### config.mk
export PLATFORM = sky130hd
export DESIGN_NAME = matrix_result_scanner_flat
export DESIGN_NICKNAME = d
export VERILOG_FILES = /design/src/rtl/matrix_result_scanner_pkg.sv /design/src/rtl/matrix_result_scanner_if.sv /design/src/rtl/matrix_result_scanner_tick_sync.sv /design/src/rtl/matrix_result_scanner.sv /design/src/flat_wrapper.sv
export SDC_FILE = /design/constraint.sdc
export NUM_CORES = 1
export LEC_CHECK = 0
export ABC_AREA = 1
export BUFFER_PORTS_ARGS = -buffer_cell sky130_fd_sc_hd__buf_2
export CORE_UTILIZATION = 50
export DETAILED_ROUTE_END_ITERATION = 6
export MAX_ROUTING_LAYER = met4
export PLACE_DENSITY = 0.79
export REMOVE_ABC_BUFFERS = 1
export SYNTH_ARGS = -nofsm -noshare
export SYNTH_HDL_FRONTEND = slang
export SYNTH_HIERARCHICAL = 1
export SYNTH_SLANG_ARGS = --single-unit
### constraint.sdc
create_clock -name clk -period 1.56 [get_ports clk]
set_input_delay 0.312 -clock clk [delete_from_list [all_inputs] [get_ports clk]]
set_output_delay 0.312 -clock clk [all_outputs]
set_load 0.01 [all_outputs]
### src/rtl/matrix_result_scanner_pkg.sv
// Shared definitions for the result-matrix scanner: default sizes,
// scan FSM state encoding and width helpers.
package matrix_result_scanner_pkg;

    localparam int DEF_N  = 3;
    localparam int DEF_DW = 16;

    typedef enum logic [2:0] {
        IDLE      = 3'd0,
        WAIT_TICK = 3'd1,
        FETCH     = 3'd2,
        LATCH     = 3'd3,
        DONE      = 3'd4
    } state_t;

    // Address width for an n*n matrix (at least one bit).
    function automatic int idx_w(input int n);
        return (n * n > 1) ? $clog2(n * n) : 1;
    endfunction

    // Row/column index width for an n*n matrix (at least one bit).
    function automatic int rc_w(input int n);
        return (n > 1) ? $clog2(n) : 1;
    endfunction

endpackage

### src/rtl/matrix_result_scanner_if.sv
// Control, result-memory and display signals of the scanner.
// The scanner uses the master view; memory/display/control side uses slave.
interface matrix_result_scanner_if
    import matrix_result_scanner_pkg::*;
#(
    parameter int N  = DEF_N,
    parameter int DW = DEF_DW
);
    localparam int AW = idx_w(N);
    localparam int RW = rc_w(N);

    logic          start;
    logic          stop;
    logic          result_valid;
    logic [AW-1:0] rd_addr;
    logic [DW-1:0] rd_data;
    logic [DW-1:0] disp_value;
    logic [RW-1:0] disp_row;
    logic [RW-1:0] disp_col;
    logic          disp_valid;
    logic          busy;
    logic          done;

    modport master (
        input  start, stop, result_valid, rd_data,
        output rd_addr, disp_value, disp_row, disp_col, disp_valid, busy, done
    );

    modport slave (
        output start, stop, result_valid, rd_data,
        input  rd_addr, disp_value, disp_row, disp_col, disp_valid, busy, done
    );

endinterface

### src/rtl/matrix_result_scanner_tick_sync.sv
// Brings an asynchronous slow level into the clk domain and turns each
// rising edge into a one-cycle step. Also usable for push buttons.
module matrix_result_scanner_tick_sync (
    input  logic clk,
    input  logic rst_n,
    input  logic din,
    output logic step
);
    logic sync_p0;
    logic sync_p1;
    logic edge_p2;

    // Two-flop synchroniser followed by the previous-value register.
    always_ff @(posedge clk or negedge rst_n) begin
        if (!rst_n) begin
            sync_p0 <= 1'b0;
            sync_p1 <= 1'b0;
            edge_p2 <= 1'b0;
        end else begin
            sync_p0 <= din;
            sync_p1 <= sync_p0;
            edge_p2 <= sync_p1;
        end
    end

    assign step = sync_p1 & ~edge_p2;

endmodule

### src/rtl/matrix_result_scanner.sv
// Walks the N x N result matrix in row-major order, one element per
// slow_clk rising edge, and presents each element with its row/column.
module matrix_result_scanner
    import matrix_result_scanner_pkg::*;
#(
    parameter int N    = DEF_N,
    parameter int DW   = DEF_DW,
    parameter int LOOP = 0
) (
    input logic                    clk,
    input logic                    rst_n,
    input logic                    slow_clk,
    matrix_result_scanner_if.master bus
);
    localparam int AW = idx_w(N);
    localparam int RW = rc_w(N);
    localparam logic [AW-1:0] LAST_IDX = AW'(N * N - 1);
    localparam logic [RW-1:0] LAST_COL = RW'(N - 1);

    state_t        state_q;
    state_t        state_d;
    logic          step;
    logic [AW-1:0] idx;
    logic [RW-1:0] row;
    logic [RW-1:0] col;
    logic [DW-1:0] value_q;
    logic [RW-1:0] row_q;
    logic [RW-1:0] col_q;
    logic          valid_q;
    logic          is_last;

    matrix_result_scanner_tick_sync u_tick_sync (
        .clk   (clk),
        .rst_n (rst_n),
        .din   (slow_clk),
        .step  (step)
    );

    assign is_last = (idx == LAST_IDX);

    // State register.
    always_ff @(posedge clk or negedge rst_n) begin
        if (!rst_n) state_q <= IDLE;
        else        state_q <= state_d;
    end

    // Next-state logic; stop overrides every other transition.
    always_comb begin
        state_d = state_q;
        case (state_q)
            IDLE:      if (bus.start && bus.result_valid) state_d = WAIT_TICK;
            WAIT_TICK: if (step) state_d = FETCH;
            FETCH:     state_d = LATCH;
            LATCH:     state_d = (is_last && LOOP == 0) ? DONE : WAIT_TICK;
            DONE:      state_d = IDLE;
            default:   state_d = IDLE;
        endcase
        if (bus.stop) state_d = IDLE;
    end

    // Element index and row/column counters; idx doubles as the read address.
    always_ff @(posedge clk or negedge rst_n) begin
        if (!rst_n) begin
            idx <= '0;
            row <= '0;
            col <= '0;
        end else if (!bus.stop) begin
            if (state_q == IDLE && bus.start && bus.result_valid) begin
                idx <= '0;
                row <= '0;
                col <= '0;
            end else if (state_q == LATCH) begin
                if (is_last) begin
                    if (LOOP != 0) begin
                        idx <= '0;
                        row <= '0;
                        col <= '0;
                    end
                end else begin
                    idx <= idx + 1'b1;
                    if (col == LAST_COL) begin
                        col <= '0;
                        row <= row + 1'b1;
                    end else begin
                        col <= col + 1'b1;
                    end
                end
            end
        end
    end

    // Display registers load as FETCH hands over to LATCH, so the new element
    // and its valid pulse are visible during the LATCH cycle.
    always_ff @(posedge clk or negedge rst_n) begin
        if (!rst_n) begin
            value_q <= '0;
            row_q   <= '0;
            col_q   <= '0;
            valid_q <= 1'b0;
        end else begin
            valid_q <= 1'b0;
            if (state_q == FETCH && !bus.stop) begin
                value_q <= bus.rd_data;
                row_q   <= row;
                col_q   <= col;
                valid_q <= 1'b1;
            end
        end
    end

    assign bus.rd_addr    = idx;
    assign bus.disp_value = value_q;
    assign bus.disp_row   = row_q;
    assign bus.disp_col   = col_q;
    assign bus.disp_valid = valid_q;
    assign bus.busy       = (state_q != IDLE);
    assign bus.done       = (state_q == DONE);

endmodule
### src/flat_wrapper.sv
// flat-port wrapper written by rule: the top's interface ports become plain ports
module matrix_result_scanner_flat import matrix_result_scanner_pkg::*;
#(
    parameter int N    = DEF_N,
    parameter int DW   = DEF_DW,
    parameter int LOOP = 0
)
  (clk, rst_n, slow_clk, bus_start, bus_stop, bus_result_valid, bus_rd_data, bus_rd_addr, bus_disp_value, bus_disp_row, bus_disp_col, bus_disp_valid, bus_busy, bus_done);
  matrix_result_scanner_if #(.N(N), .DW(DW)) bus_i ();
  input logic clk;
  input logic rst_n;
  input logic slow_clk;
  input wire logic [$bits(bus_i.start)-1:0] bus_start;
  input wire logic [$bits(bus_i.stop)-1:0] bus_stop;
  input wire logic [$bits(bus_i.result_valid)-1:0] bus_result_valid;
  input wire logic [$bits(bus_i.rd_data)-1:0] bus_rd_data;
  output wire logic [$bits(bus_i.rd_addr)-1:0] bus_rd_addr;
  output wire logic [$bits(bus_i.disp_value)-1:0] bus_disp_value;
  output wire logic [$bits(bus_i.disp_row)-1:0] bus_disp_row;
  output wire logic [$bits(bus_i.disp_col)-1:0] bus_disp_col;
  output wire logic [$bits(bus_i.disp_valid)-1:0] bus_disp_valid;
  output wire logic [$bits(bus_i.busy)-1:0] bus_busy;
  output wire logic [$bits(bus_i.done)-1:0] bus_done;
  assign bus_i.start = bus_start;
  assign bus_i.stop = bus_stop;
  assign bus_i.result_valid = bus_result_valid;
  assign bus_i.rd_data = bus_rd_data;
  assign bus_rd_addr = bus_i.rd_addr;
  assign bus_disp_value = bus_i.disp_value;
  assign bus_disp_row = bus_i.disp_row;
  assign bus_disp_col = bus_i.disp_col;
  assign bus_disp_valid = bus_i.disp_valid;
  assign bus_busy = bus_i.busy;
  assign bus_done = bus_i.done;
  matrix_result_scanner #(.N(N), .DW(DW), .LOOP(LOOP)) u_core (.clk(clk), .rst_n(rst_n), .slow_clk(slow_clk), .bus(bus_i));
endmodule
==> impl_metrics.csv, run 1 <==
group,metric,value,unit
power,leakagePower,1.16,nW
drt,viasPerCell,4.68,
cts,cts_sinks,35,
drt,drtIter0Drc,55,
timing,hold_ws,0.0847,ns
worst_setup_path,path_buf_inv,3,
drt,drc_errors,1,
synth,yosysTopAreaCellShare,0.558,
worst_hold_path,whs_endpoint,"u_core/u_tick_sync/sync_p0",
worst_setup_path,cp_max_fo,3,
timing,layout_min_cycle_time,1.48,ns
drt,antenna_left,0,
cts,cts_buffer_depth,2,
cts,clk_root_buffer_cell,"clkbuf_4",
global_route,grt_pass1_wl,4.90,mm
finish,areaGrowthSynthToFinish,25.2,%
worst_setup_path,crit_arrival,1.17,ns
worst_setup_path,cp_cell_sequence,"inv_2 > nand2_1 > nor2_2 > inv_1 > buf_2",
die,die_w,58.0,um
worst_setup_path,reg2reg_to,"u_core/row[0]",
drt,vias,1293,
synth,synth_compound_area_frac,0.0279,
finish,drive_gt1_frac,0.372,
die,die_h,58.0,um
worst_setup_path,ff2ff_setup_slack,0.18,ns
run_status,status,"finished with violations",
worst_hold_path,worstHoldPathCells,1,
synth,synth_xor_area_frac,0.0167,
synth,yosys-mux-area-fraction,0,
finish,design_area,1970,um^2
cts,htreeDepth,2,
worst_hold_path,min_path_type,"input pin to register",
finish,utilization,0.683,
synth,netlist_area,1570,um^2
power,pwr-share-clk,0.186,
place,hpwl,2.18,mm
synth,synthAdderAreaFrac,0.0159,
cts,clk_latency,0.33,ns
power,ir_drop,0.803,mV
run_status,violations,"design-rule violations",
worst_setup_path,crit_required,1.25,ns
place,placed_area,1860,um^2
timing,hold_violations,0,
global_route,grt_usage,0.202,
place,gp_congestion,0.841,
timing,setup_viol,0,
drt,wl,3.05,mm
timing,tns,0,ns
worst_setup_path,worstSetupStartpointType,"register",
place,dp.cells,264,
global_route,grt_antenna_before_repair,0,
power,internal-power,1.88,mW
die,die_area,3370,um^2
cts,clkTransAtPathRegs,0.09,ns
worst_setup_path,crit_path_top_delay_cell,"dfrtp_1",
timing,slew-limit-headroom,0.722,
finish,seqCellArea,877,um^2
finish,final_cell_mix,"63 x nand2_1, 48 x buf_2, 34 x dfrtp_1",
finish,fillCellCount,252,
die,ios,49,
power,p_comb_frac,0.354,
finish,layout.nets,257,
synth,synth_seq_cells,35,
synth,synth_top_area_cell,"dfrtp_1",
power,switching_share,0.361,
finish,multiInputGateArea,591,um^2
timing,worst_pin_slew,0.417,ns
timing,period_share,0.949,
worst_setup_path,r2r_cells,8,
timing,clock_skew,0.00884,ns
power,p_per_area,1500,nW/um^2
worst_setup_path,r2r_start,"u_core/bus.rd_addr[0]",
global_route,grt_max_degree,36,
synth,synth_top_family_by_area,"simple AND/OR/NAND/NOR gates",
power,sequentialPowerShare,0.460,
timing,drv_slew,0,
synth,seq_area_frac_synth,0.558,
die,rows,19,
cts,numCtsBuffers,5,
power,p_switching,1.07,mW
finish,diodes,0,
global_route,first_global_vias,1151,
synth,synth-simple-area-share,0.311,
synth,syn_inst,174,
worst_hold_path,hp-start,"slow_clk",
timing,setup_slack,0.0799,ns
worst_setup_path,path_class,"register to output port",
finish,layout_commonest_cell,"nand2_1",
worst_setup_path,cpPeakStageDelay,0.40,ns
synth,ys_types,25,
synth,synth_area_leaders,"dfrtp_1 56%, nand2_1 15%, nand3_1 4.5%, inv_1 4.3%, nand2_2 4.0%",
worst_setup_path,end_kind,"output port",
finish,final_cells,276,
job,cap_violations,0,
drt,first_pass_iters,6,
cts,cts_tree,"yes",
die,core,2880,um^2
power,power,2.95,mW
place,dp_slack,0.125,ns
die,start_util,0.546,
synth,syn_avg_cell_area,9.02,um^2
worst_setup_path,crit_family,"flip-flops",
timing,fmax,676,MHz
place,portBuffers,48,
global_route,overflow,0,
drt,wl_per_cell,11.1,um
synth,ys_warn_count,6,
[synthesized netlist by cell type]
library cell,n
nor3_1,2
o21ai_2,1
ha_1,2
clkinv_1,1
nor2_2,4
xor2_1,3
nand3_1,14
buf_2,2
nand3_2,1
nand4_4,1
inv_1,18
inv_4,1
o21ai_0,1
nand2_2,10
nor4_1,1
dfrtp_1,35
o21ai_1,4
nand3_4,1
nor2_1,3
nand2_4,1
a21oi_1,2
inv_2,1
nand2_1,63
buf_12,1
nand4_1,1
[repair_timing]
item	in CTS	in global routing
endpoints found under the hold margin	17	0
resized for setup	0	5
hold buffers	1	0
buffers inserted	2	1
endpoints found under the setup margin	1	4
[layout make-up]
type | instances | share of cell area
clock buffers | 8 | 0.0350
flip-flops and latches | 35 | 0.446
inverters | 21 | 0.0414
well taps | 42 | 0.0267
repair buffers | 55 | 0.150
multi-input cells | 115 | 0.300
[cell families after synthesis]
kind of cell	count (synthesis)
adders and majority gates	2
DFF	35
and+or+nand+nor	102
AOI/OAI and AO/OA	8
buffers and inverters	24
xor gates and xnor gates	3
[power by group through the flow]
stage	combinational (mW)	clock [mW]	sequential, mW
after floorplan	0.494	0	1.48
after global routing	1.17	0.607	1.39
after global placement	0.956	0	1.39
final	1.04	0.548	1.36
after CTS	1.03	0.566	1.36
after detailed placement	0.983	0	1.39
[per-layer routing]
metal  vias up  GRT usage  wire (um)
met3         9     0.0513        132
met2        35      0.310       1470
met5         -          -          0
met1       592      0.241       1380
met4         0      0.116         69
li1        657          -          -
[worst max path at each step]
| stage | start | to | slack, ns | cells after the start |
|---|---|---|---|---|
| final | u_core/state_q[1] | bus_busy | 0.08 | 5 |
| after detailed placement | u_core/bus.rd_addr[0] | u_core/row[0] | 0.12 | 8 |
| after floorplan | u_core/bus.rd_addr[0] | u_core/row[1] | 0.22 | 8 |
| after global routing | u_core/state_q[1] | bus_busy | -0.02 | 5 |
| after global placement | u_core/bus.rd_addr[0] | u_core/row[0] | 0.20 | 8 |
| after CTS | u_core/state_q[2] | bus_done | 0.05 | 3 |
[state kept, by name, indices dropped and copies added, names as in the netlist]
name,flops
u_core/col,2
u_core/bus.disp_value,16
u_core/u_tick_sync/edge_p2,1
u_core/bus.disp_row,2
u_core/state_q,3
u_core/row,2
u_core/bus.disp_col,2
u_core/u_tick_sync/sync_p1,1
u_core/bus.rd_addr,4
u_core/u_tick_sync/sync_p0,1
u_core/bus.disp_valid,1
Power figures use the tool's default switching activity.
==> run 2: changes to the inputs <==
PLACE_DENSITY = 0.86   (was 0.79)
==> run 2 against run 1 <==
The flow finishes with violations (design-rule violations, negative hold slack). First-iteration DRC count is 64% lower. Sequential cell count unchanged. Critical endpoint unchanged. Combinational power up 4%. Sequential share of layout area shrank 0.55 points. Largest cell class unchanged. Worst setup slack worse by 0.016 ns.
==> impl_metrics.csv, run 2 (same netlist as run 1, synthesis figures left out) <==
group,metric,value,unit
finish,seqCellArea,880,um^2
place,gp_congestion,0.825,
drt,wl,3.01,mm
worst_hold_path,min_path_type,"input pin to async pin",
power,leakagePower,1.17,nW
timing,layout_min_cycle_time,1.50,ns
timing,slew-limit-headroom,0.724,
finish,final_cell_mix,"62 x nand2_1, 48 x buf_2, 32 x dfrtp_1",
worst_setup_path,end_kind,"output port",
global_route,met3_usage,0.0469,
cts,htreeDepth,2,
finish,design_area,2000,um^2
cts,cts_sinks,35,
place,portBuffers,48,
die,core,2880,um^2
timing,period_share,0.959,
drt,viasPerCell,4.71,
cts,clkTransAtPathRegs,0.10,ns
global_route,overflow,0,
finish,largest_register_ff_count,16,
cts,cts_tree,"yes",
run_status,violations,"design-rule violations, negative hold slack",
worst_setup_path,crit_arrival,1.18,ns
drt,drc_errors,5,
worst_setup_path,cp_max_fo,3,
die,start_util,0.546,
timing,clock_skew,0.0115,ns
power,ir_drop,1.00,mV
timing,grt_setup_unrepaired,"true",
place,hpwl,2.17,mm
finish,layout_commonest_cell,"nand2_1",
timing,fmax,668,MHz
global_route,grt_max_degree,36,
job,cap_violations,0,
timing,setup_viol,0,
timing,hold_violations,1,
global_route,met2_usage,0.340,
cts,clk_latency,0.32,ns
die,die_h,58.0,um
place,dp.cells,264,
worst_setup_path,crit_path_top_delay_cell,"dfrtp_2",
timing,drv_slew,0,
place,placed_area,1860,um^2
finish,multiInputGateArea,588,um^2
die,die_area,3370,um^2
drt,wl_per_cell,10.9,um
finish,areaGrowthSynthToFinish,27.1,%
cts,cts_buffer_depth,2,
worst_setup_path,worstSetupStartpointType,"register",
worst_setup_path,crit_required,1.25,ns
worst_setup_path,path_class,"register to output port",
drt,antenna_left,0,
worst_setup_path,r2r_cells,8,
finish,final_cells,276,
die,die_w,58.0,um
global_route,grt_usage,0.206,
finish,layout.nets,257,
drt,vias,1300,
die,ios,49,
worst_setup_path,cp.depth,5,
finish,fillCellCount,245,
worst_setup_path,cpPeakStageDelay,0.43,ns
global_route,grt_pass1_wl,5.03,mm
global_route,busiest_layer,"met2",
timing,tns,0,ns
finish,utilization,0.694,
global_route,use_met1,0.245,
worst_setup_path,crit_family,"flip-flops",
cts,clk_root_buffer_cell,"clkbuf_4",
global_route,grt_antenna_before_repair,0,
finish,drive_gt1_frac,0.385,
timing,hold_ws,-0.000538,ns
power,p_per_area,1620,nW/um^2
drt,first_pass_iters,7,
worst_setup_path,cp_cell_sequence,"inv_2 > nand2_2 > nor2_2 > inv_1 > buf_2",
cts,numCtsBuffers,5,
timing,worst_pin_slew,0.414,ns
worst_setup_path,path_buf_inv,3,
finish,diodes,0,
run_status,status,"finished with violations",
global_route,first_global_vias,1187,
die,rows,19,
drt,drtIter0Drc,20,
## run 2: repair_timing
action / CTS / global route
pin swaps: 0 / 2
hold buffers: 0 / 0
resized for setup: 1 / 6
setup buffers: 1 / 3
setup endpoints to repair: 1 / 3
## run 2: stage by stage
step	worst slack (ns)	power [mW]
5_1_grt	-0.0191	3.46
6_report	0.0634	3.22
3_5_place_dp	0.146	2.38
2_1_floorplan	0.219	1.97
4_1_cts	0.00887	3.18
3_3_place_gp	0.228	2.33
## run 2: where the power goes
part	internal (mW)	leakage, nW	switching (mW)
Sequential	1.19	0.453	0.177
Clock	0.500	0.0525	0.277
Combinational	0.454	0.661	0.627
## run 2: layer usage
layer	routed length [um]	vias up	share of wire
met5	0	-	0
met4	44	0	0.015
met3	111	5	0.037
met2	1550	26	0.51
met1	1310	613	0.43
li1	-	656	-
## run 2: final timing paths
path | startpoint | to | slack [ns]
min | rst_n | u_core/bus.disp_value[2] | -0.0005
max in group asynchronous | rst_n | u_core/state_q[1] | 1.24
min in group clk | slow_clk | u_core/u_tick_sync/sync_p0 | 0.10
max | u_core/state_q[0] | bus_busy | 0.06
min reg2reg | u_core/u_tick_sync/sync_p0 | u_core/u_tick_sync/sync_p1 | 0.36
max reg2reg | u_core/bus.rd_addr[0] | u_core/row[0] | 0.10
## run 2: worst register-to-register path, delay by kind of cell (launching register included)
kind / cells / cell delay (ns)
AND/OR/NAND/NOR: 6 / 0.66
flip-flops: 1 / 0.41
adder cells (fa/ha/maj): 1 / 0.20
buffers and inverters: 1 / 0.08
## run 2: layout make-up
cell class	count	share of cell area
Multi-Input combinational cell	115	0.295
Tap cell	42	0.0263
Sequential cell	35	0.441
Clock inverter	2	0.0301
Timing Repair Buffer	55	0.147
Inverter	21	0.0408
Clock buffer	6	0.0207
